$ cat config.mk
export PLATFORM = sky130hd
export DESIGN_NAME = clock_polarity_sequencer
export DESIGN_NICKNAME = d
export VERILOG_FILES = /design/src/rtl/clock_seq_pkg.sv /design/src/rtl/clock_polarity_chan.sv /design/src/rtl/clock_polarity_sequencer.sv
export SDC_FILE = /design/constraint.sdc
export NUM_CORES = 1
export LEC_CHECK = 0
export ABC_AREA = 1
export BUFFER_PORTS_ARGS = -buffer_cell sky130_fd_sc_hd__buf_2
export CAP_MARGIN = 20
export CELL_PAD_IN_SITES_DETAIL_PLACEMENT = 1
export CELL_PAD_IN_SITES_GLOBAL_PLACEMENT = 1
export CORE_UTILIZATION = 41
export CTS_BUF_LIST = sky130_fd_sc_hd__clkbuf_8
export DETAILED_ROUTE_END_ITERATION = 16
export HOLD_SLACK_MARGIN = 0.02
export PLACE_DENSITY_LB_ADDON = 0.3
export SYNTH_ARGS = -nofsm -noshare
export SYNTH_HDL_FRONTEND = slang
export SYNTH_HIERARCHICAL = 1
export SYNTH_SLANG_ARGS = --single-unit
export TNS_END_PERCENT = 1
$ cat constraint.sdc
create_clock -name clk -period 3.7 [get_ports clk]
set_input_delay 0.555 -clock clk [delete_from_list [all_inputs] [get_ports clk]]
set_output_delay 0.555 -clock clk [all_outputs]
set_load 0.05 [all_outputs]
$ cat src/rtl/clock_seq_pkg.sv
// Shared definitions for the clock polarity sequencer: FSM state encoding and
// settle-counter width helpers.
package clock_seq_pkg;

  typedef enum logic [1:0] {
    ST_IDLE = 2'd0,
    ST_DROP = 2'd1,
    ST_MAKE = 2'd2,
    ST_DONE = 2'd3
  } state_t;

  function automatic int clog2(input int value);
    int w;
    w = 0;
    for (int i = 0; i < 31; i++) begin
      if ((1 << i) < value) w = i + 1;
    end
    return w;
  endfunction

  // SETTLE=1 still needs a 1-bit counter to hold the value 0.
  function automatic int settle_w(input int settle);
    return (clog2(settle) < 1) ? 1 : clog2(settle);
  endfunction

endpackage

$ cat src/rtl/clock_polarity_chan.sv
// One clock channel: break-before-make polarity FSM driving a BUFGCTRL S0/S1 pair.
// Optional switch counter built only when CLOCK_POLARITY_SEQUENCER_SWCNT_EN is defined.
module clock_polarity_chan
  import clock_seq_pkg::*;
#(
  parameter int   SETTLE   = 3,
  parameter logic INIT_POL = 1'b0,
  parameter int   CNT_W    = 16
) (
  input  logic             clk,
  input  logic             rst_n,
  input  logic             req,
  input  logic             pol,
  output logic             ready,
  output logic             ack,
  output logic             sel0,
  output logic             sel1,
  output logic             cur_pol,
  output logic [CNT_W-1:0] sw_cnt
);

  localparam int            SW     = settle_w(SETTLE);
  localparam logic [SW-1:0] RELOAD = SW'(SETTLE - 1);

  state_t        state, state_d;
  logic [SW-1:0] settle_cnt, settle_cnt_d;
  logic          tgt, tgt_d;
  logic          ready_d, ack_d, sel0_d, sel1_d, cur_pol_d;

  always_ff @(posedge clk or negedge rst_n) begin
    if (!rst_n) begin
      state      <= ST_IDLE;
      settle_cnt <= '0;
      tgt        <= INIT_POL;
      ready      <= 1'b0;
      ack        <= 1'b0;
      sel0       <= ~INIT_POL;
      sel1       <= INIT_POL;
      cur_pol    <= INIT_POL;
    end else begin
      state      <= state_d;
      settle_cnt <= settle_cnt_d;
      tgt        <= tgt_d;
      ready      <= ready_d;
      ack        <= ack_d;
      sel0       <= sel0_d;
      sel1       <= sel1_d;
      cur_pol    <= cur_pol_d;
    end
  end

  always_comb begin
    state_d      = state;
    settle_cnt_d = settle_cnt;
    tgt_d        = tgt;
    case (state)
      ST_IDLE: begin
        if (req && ready) begin
          tgt_d = pol;
          if (pol == cur_pol) begin
            state_d = ST_DONE;
          end else begin
            state_d      = ST_DROP;
            settle_cnt_d = RELOAD;
          end
        end
      end
      ST_DROP: begin
        if (settle_cnt == '0) begin
          state_d      = ST_MAKE;
          settle_cnt_d = RELOAD;
        end else begin
          settle_cnt_d = settle_cnt - SW'(1);
        end
      end
      ST_MAKE: begin
        if (settle_cnt == '0) state_d = ST_DONE;
        else                  settle_cnt_d = settle_cnt - SW'(1);
      end
      default: state_d = ST_IDLE;
    endcase
  end

  // Outputs are registered from the next state so they line up with it.
  always_comb begin
    ready_d   = (state_d == ST_IDLE);
    ack_d     = (state_d == ST_DONE);
    sel0_d    = sel0;
    sel1_d    = sel1;
    cur_pol_d = cur_pol;
    case (state_d)
      ST_DROP: begin
        sel0_d = 1'b0;
        sel1_d = 1'b0;
      end
      ST_MAKE: begin
        sel0_d = ~tgt_d;
        sel1_d = tgt_d;
      end
      ST_DONE: cur_pol_d = tgt_d;
      default: ;
    endcase
  end

`ifdef CLOCK_POLARITY_SEQUENCER_SWCNT_EN
  logic [CNT_W-1:0] cnt_q;

  always_ff @(posedge clk or negedge rst_n) begin
    if (!rst_n) begin
      cnt_q <= '0;
    end else if (state_d == ST_DONE && tgt_d != cur_pol) begin
      cnt_q <= cnt_q + CNT_W'(1);
    end
  end

  assign sw_cnt = cnt_q;
`else
  assign sw_cnt = '0;
`endif

endmodule

$ cat src/rtl/clock_polarity_sequencer.sv
// NUM_CH independent glitch-free clock polarity switch controllers for BUFGCTRL pairs.
// Per-channel switch counters exist only with CLOCK_POLARITY_SEQUENCER_SWCNT_EN defined.
module clock_polarity_sequencer
  import clock_seq_pkg::*;
#(
  parameter int              NUM_CH   = 4,
  parameter int              SETTLE   = 3,
  parameter logic [NUM_CH-1:0] INIT_POL = '0,
  parameter int              CNT_W    = 16
) (
  input  logic                    clk,
  input  logic                    rst_n,
  input  logic [NUM_CH-1:0]       req,
  input  logic [NUM_CH-1:0]       pol,
  output logic [NUM_CH-1:0]       ready,
  output logic [NUM_CH-1:0]       ack,
  output logic [NUM_CH-1:0]       sel0,
  output logic [NUM_CH-1:0]       sel1,
  output logic [NUM_CH-1:0]       cur_pol,
  output logic                    busy,
  output logic [NUM_CH*CNT_W-1:0] sw_cnt
);

  for (genvar gi = 0; gi < NUM_CH; gi++) begin : g_chan
    clock_polarity_chan #(
      .SETTLE  (SETTLE),
      .INIT_POL(INIT_POL[gi]),
      .CNT_W   (CNT_W)
    ) u_chan (
      .clk    (clk),
      .rst_n  (rst_n),
      .req    (req[gi]),
      .pol    (pol[gi]),
      .ready  (ready[gi]),
      .ack    (ack[gi]),
      .sel0   (sel0[gi]),
      .sel1   (sel1[gi]),
      .cur_pol(cur_pol[gi]),
      .sw_cnt (sw_cnt[gi*CNT_W +: CNT_W])
    );
  end

  assign busy = ~&ready;

endmodule
==> out/results.tsv, run 1 <==
metric	value	unit
hold_buf cts	0	
antenna viol nets, final	0	
Synth async-reset ratio	1.00	
CTS buffer count	5	
Clock Latency Late Sink	0.29	ns
GRT Util Overall	0.164	
setup tns final	0	ns
max layer used	met4	
fmax	0.528	GHz
DRC viols	0	
Routed Wire Length	5780	µm
met2 WL	2930	µm
Synth Flop Type	dfrtp_1	
synth unique cells	18	
Ys Warns	6	
worst-margin pin slew	0.930	ns
Mean Syn Cell Area	8.08	µm²
Slew Limit Fails	0	
Worst setup EP type	register	
Horiz. Die Dim	88.6	µm
Logic pwr share	0.652	
vias in the first global route	2282	
GPL Wtd Cong	0.748	
sequential share of the synthesized area	0.327	
Detailed Place HPWL	4710	µm
NumNets Final	472	
MaxCap Viol Count	0	
via count	2198	
# port buffers	30	
Hold Crit Class	in2async	
GRT overflow	0	
Routed WL per cell	11.2	µm
Int Power	0.00134	W
critical path required time	3.92	ns
min cycle time layout	1.89	ns
Final Cycle Share	0.512	
switching share of power	0.550	
Core Region	7250	µm²
Yosys top cell area share	0.293	
Clock transition at path regs	0.08	ns
total die area	7850	µm²
Synth Area in Simple Gates	0.168	
RSZ-0062 raised after global routing	no	
antenna violations before repair	0	
maximum fanout along the worst path	5	
vias per inst	4.28	
sequential power share	0.256	
Synth Cell Area	3080	µm²
FF+latch count, synth	40	
DRT met1 WL	2590	µm
most frequent cell after synthesis	nand2_1	
XOR/XNOR share of the synthesized area	0	
Max clock buf depth	2	
area grow syn2layout	3.21	%
Initial DRC Count	36	
top cells by area, synth	dfrtp_1 29%, ha_1 20%, buf_4 16%	
Final WS setup	1.81	ns
Max IR drop VDD	407	µV
Sink Count	40	
outcome	finished clean	
Mapped Cells	381	
number of flops mapped to enable cells by yosys	0	
H-tree Lvls	2	
setup bufs post-CTS	0	
DIE HEIGHT	88.6	µm
adder-cell area share of the yosys netlist	0.195	
Lkg Pwr	1.86	nW
clock share of power	0.092	
Root Driver	clkbuf_8	
largest net degree at the start of global routing	41	
Boundary Pins	95	
# setup viols final	0	
power per standard cell area	934	nW/µm²
Rows	31	
Detailed Routing Iterations Pass 1	4	
commonest cells in the netlist	91 x nand2_1, 64 x buf_4, 48 x ha_1	
CTS resizes	0	
Compound-Gate Fraction of Synth Area	0.0830	
Util after Layout	0.438	
Placement Setup Slack	1.77	ns
first-pass GRT wire length	9910	µm
largest family of logic cells by synthesized area	buffers and inverters	
ant diodes	0	
Worst Path Arrival	2.12	ns
Tot Pwr	0.00297	W
CTS tree	built	
Rel. slew slack	0.380	
startpoint types	register	
layout cells sized above 1	0.142	
cell taking the most area after synthesis	dfrtp_1	
WL met3	200	µm
final number of hold-violating endpoints	0	
Psw	0.00163	W
mux cell area share after synthesis	0	
clock skew	0.00772	ns
critical path class	reg2reg	
initial core utilization	0.424	
-- path summary, 6_finish.rpt --
path                                                 from                              to  slack, ns  cells past startpoint
setup / recovery                g_chan[3].u_chan/state[0]           g_chan[3].u_chan/sel0       1.81                      8
min in group clk           g_chan[1].u_chan/settle_cnt[0]  g_chan[1].u_chan/settle_cnt[0]       0.48                      2
hold / removal                                      rst_n            g_chan[3].u_chan/tgt       0.40                      1
setup reg to reg                g_chan[3].u_chan/state[0]           g_chan[3].u_chan/sel0       1.81                      8
hold reg to reg            g_chan[1].u_chan/settle_cnt[0]  g_chan[1].u_chan/settle_cnt[0]       0.48                      2
max in group asynchronous                           rst_n           g_chan[2].u_chan/sel1       2.71                      1
-- area by class of cell --
cell class	count	area, µm²
Fill cell	959	4080
Multi-Input combinational cell	283	1610
Sequential cell	40	1010
Inverter	54	203
Timing Repair Buffer	30	150
Tap cell	99	124
Clock buffer	5	68.8
Clock inverter	3	11.3
-- logic make-up after synthesis --
logic type | after synthesis
buf+inv | 118
other cells | 4
fa+ha+maj | 48
compound gates | 44
flops | 40
simple gates | 127
-- power groups by stage --
stage / clock, W / sequential, W / combinational (W)
finish: 0.000273 / 0.000759 / 0.00194
global route: 0.000305 / 0.000786 / 0.00222
CTS: 0.000290 / 0.000762 / 0.00197
detailed placement: 0 / 0.000770 / 0.00195
global placement: 0 / 0.000762 / 0.00189
floorplan: 0 / 0.000993 / 0.00133
-- routing by layer --
layer  track usage  vias to the layer above
li1              -                     1102
met4        0.0396                        0
met1         0.193                     1040
met5             0                        -
met2         0.306                       51
met3        0.0326                        5
-- placed cells by master, fill, tap and decap left out, types with 5 or more instances in the layout --
cell / count
a21oi_1: 12
buf_2: 30
clkbuf_8: 5
conb_1: 64
dfrtp_1: 36
ha_1: 48
inv_1: 49
inv_2: 8
nand2_1: 91
nand3_1: 16
nor2_1: 12
o21ai_0: 8
o21ai_1: 12
-- per-stage QoR --
stage | std cells | hold slack, ns | area [µm²]
6_report | 514 | 0.399 | 3180
3_5_place_dp | 506 | 0.463 | 3100
4_1_cts | 514 | 0.441 | 3180
5_1_grt | 514 | 0.478 | 3180
2_1_floorplan | 441 | 0.259 | 3300
3_3_place_gp | 506 | 0.457 | 3100
-- critical path: stages, from the launching register on --
cell and delay [ns]:
dfrtp_1 0.41, inv_1 0.14, ha_1 0.27, nor2_1 0.07, a21oi_1 0.16, o21ai_0 0.19
ha_1 0.35, nand2_1 0.09, o21ai_1 0.15
-- state kept, by name (all words and copies together) (netlist names) --
name and flops:
g_chan.u_chan/ack 4, g_chan.u_chan/cur_pol 4, g_chan.u_chan/ready 4, g_chan.u_chan/sel0 4
g_chan.u_chan/sel1 4, g_chan.u_chan/settle_cnt 8, g_chan.u_chan/state 8, g_chan.u_chan/tgt 4
Power figures use the tool's default switching activity.
==> inputs of run 2 (changes only) <==
CORE_UTILIZATION = 35   (was 41)
clock period = 1.6 ns   (was 3.7 ns; I/O delays follow)
==> run 2 against run 1 <==
The run now ends with negative setup slack left. Sequential cell count unchanged. Non-clock buffer count increased by 66. Fmax increased by 14%. Via count increased by 15%. Largest power group unchanged.
==> out/results.tsv, run 2 (synthesis gave the netlist of run 1 again) <==
metric	value	unit
outcome	finished, violations left	
failing checks	negative setup slack	
RSZ-0062 raised after global routing	yes	
Detailed Place HPWL	5400	µm
Worst path top cell family by delay	adder cells	
worst path cell trace	inv_2 -> ha_4 -> nor2_2 -> a21oi_2 -> o21ai_2 -> buf_6 -> ha_4 -> nand2_2 -> o21ai_2	
worst path bufs/invs	2	
filler cell count	995	
vias per inst	4.31	
GPL Wtd Cong	0.766	
commonest non-fill, non-tap cell in the layout	nand2_1	
via count	2526	
final number of hold-violating endpoints	0	
DIE HEIGHT	95.8	µm
WHS Path Cells	3	
Root Driver	clkbuf_8	
Clock Latency Late Sink	0.30	ns
MaxCap Viol Count	0	
Initial DRC Count	75	
power per standard cell area	2430	nW/µm²
Tot Pwr	0.0103	W
vias in the first global route	2665	
first-pass GRT wire length	12500	µm
Detailed Routing Iterations Pass 1	4	
Max IR drop VDD	873	µV
setup tns final	-0.267	ns
Final WS setup	-0.0557	ns
# port buffers	30	
Worst Path Arrival	1.88	ns
Finished Cell Area	4240	µm²
area grow syn2layout	37.8	%
total die area	9170	µm²
slowest cell on the critical path	dfrtp_1	
# setup viols final	11	
DRC viols	0	
max incr delay on CP	0.41	ns
H-tree Lvls	2	
antenna violations before repair	0	
antenna viol nets, final	0	
critical path class	reg2reg	
Final Cycle Share	1.03	
CTS tree	built	
FF-to-FF path depth	9	
layout cells sized above 1	0.472	
ant diodes	0	
initial core utilization	0.367	
GRT overflow	0	
min cycle time layout	1.66	ns
CTS buffer count	5	
largest net degree at the start of global routing	26	
Util after Layout	0.506	
Routed WL per cell	13.5	µm
fmax	0.604	GHz
Boundary Pins	95	
maximum fanout along the worst path	3	
Routed Wire Length	7920	µm
Clock transition at path regs	0.09	ns
Sink Count	40	
Rows	33	
most frequent cells in the layout	71 x nand2_1, 64 x conb_1, 58 x buf_4	
startpoint types	register	
Worst setup EP type	register	
critical path required time	1.82	ns
clock skew	0.0142	ns
Core Region	8380	µm²
GRT Util Overall	0.178	
Regs by FF count	g_chan.u_chan/settle_cnt x8, g_chan.u_chan/state x8	
DP Area	3540	µm²
Horiz. Die Dim	95.8	µm
Slew Limit Fails	0	
Hold Crit Class	in2reg	
Lkg Pwr	2.20	nW
Max clock buf depth	2	
CP Depth	9	
NumNets Final	538	
==> run 2: final cells by class <==
class                      count  area [µm²]  share of cell area
inverter                      54         215              0.0508
clock buffer                   5        68.8              0.0162
sequential                    40        1010               0.238
timing repair buffer          96         683               0.161
multi-input combinational    283        2090               0.494
tap                          105         131              0.0310
clock inverter                 3        38.8             0.00915
==> run 2: report_power, final <==
part	total [W]	switching, W	internal (W)
registers	0.00173	0.000255	0.00148
logic	0.00774	0.00452	0.00323
clock network	0.000846	0.000389	0.000458
==> run 2: path summary, 6_finish.rpt <==
| kind | slack (ns) | from | endpoint |
|---|---|---|---|
| max | -0.06 | g_chan[2].u_chan/state[0] | g_chan[2].u_chan/sel0 |
| min | 0.27 | pol[1] | g_chan[1].u_chan/tgt |
| min in group asynchronous | 0.41 | rst_n | g_chan[1].u_chan/settle_cnt[1] |
| max reg2reg | -0.06 | g_chan[2].u_chan/state[0] | g_chan[2].u_chan/sel0 |
| max in group asynchronous | 0.62 | rst_n | g_chan[0].u_chan/sel0 |
| min reg2reg | 0.49 | g_chan[0].u_chan/sel0 | g_chan[0].u_chan/sel0 |
==> run 2: per-layer routing <==
metal / global-route usage / part of all wire / up-vias
li1: - / - / 1243
met1: 0.204 / 0.41 / 1202
met2: 0.337 / 0.54 / 71
met3: 0.0205 / 0.026 / 10
met4: 0.0672 / 0.021 / 0
met5: 0 / 0 / -
==> run 2: per-stage QoR <==
| step | std cells | hold slack [ns] | setup WS [ns] |
|---|---|---|---|
| after global routing | 586 | 0.276 | -0.130 |
| after floorplan | 441 | -0.0556 | -0.0708 |
| after CTS | 583 | 0.250 | -0.0123 |
| after global placement | 568 | 0.195 | -0.143 |
| after detailed placement | 568 | 0.195 | -0.233 |
| final | 586 | 0.269 | -0.0557 |
==> run 2: what timing repair did <==
item	in CTS	in global routing
endpoints found under the setup margin	18	16
buffers inserted	6	3
pin swaps	19	26
gates cloned	0	0
hold buffers	1	0
hold endpoints to repair	13	0
gates resized for setup	94	45
==> run 2: tightest hold or removal path, delay by kind of cell <==
kind,cells,cell delay (ns)
AND/OR/NAND/NOR,2,0.18
buffers and inverters,1,0.10
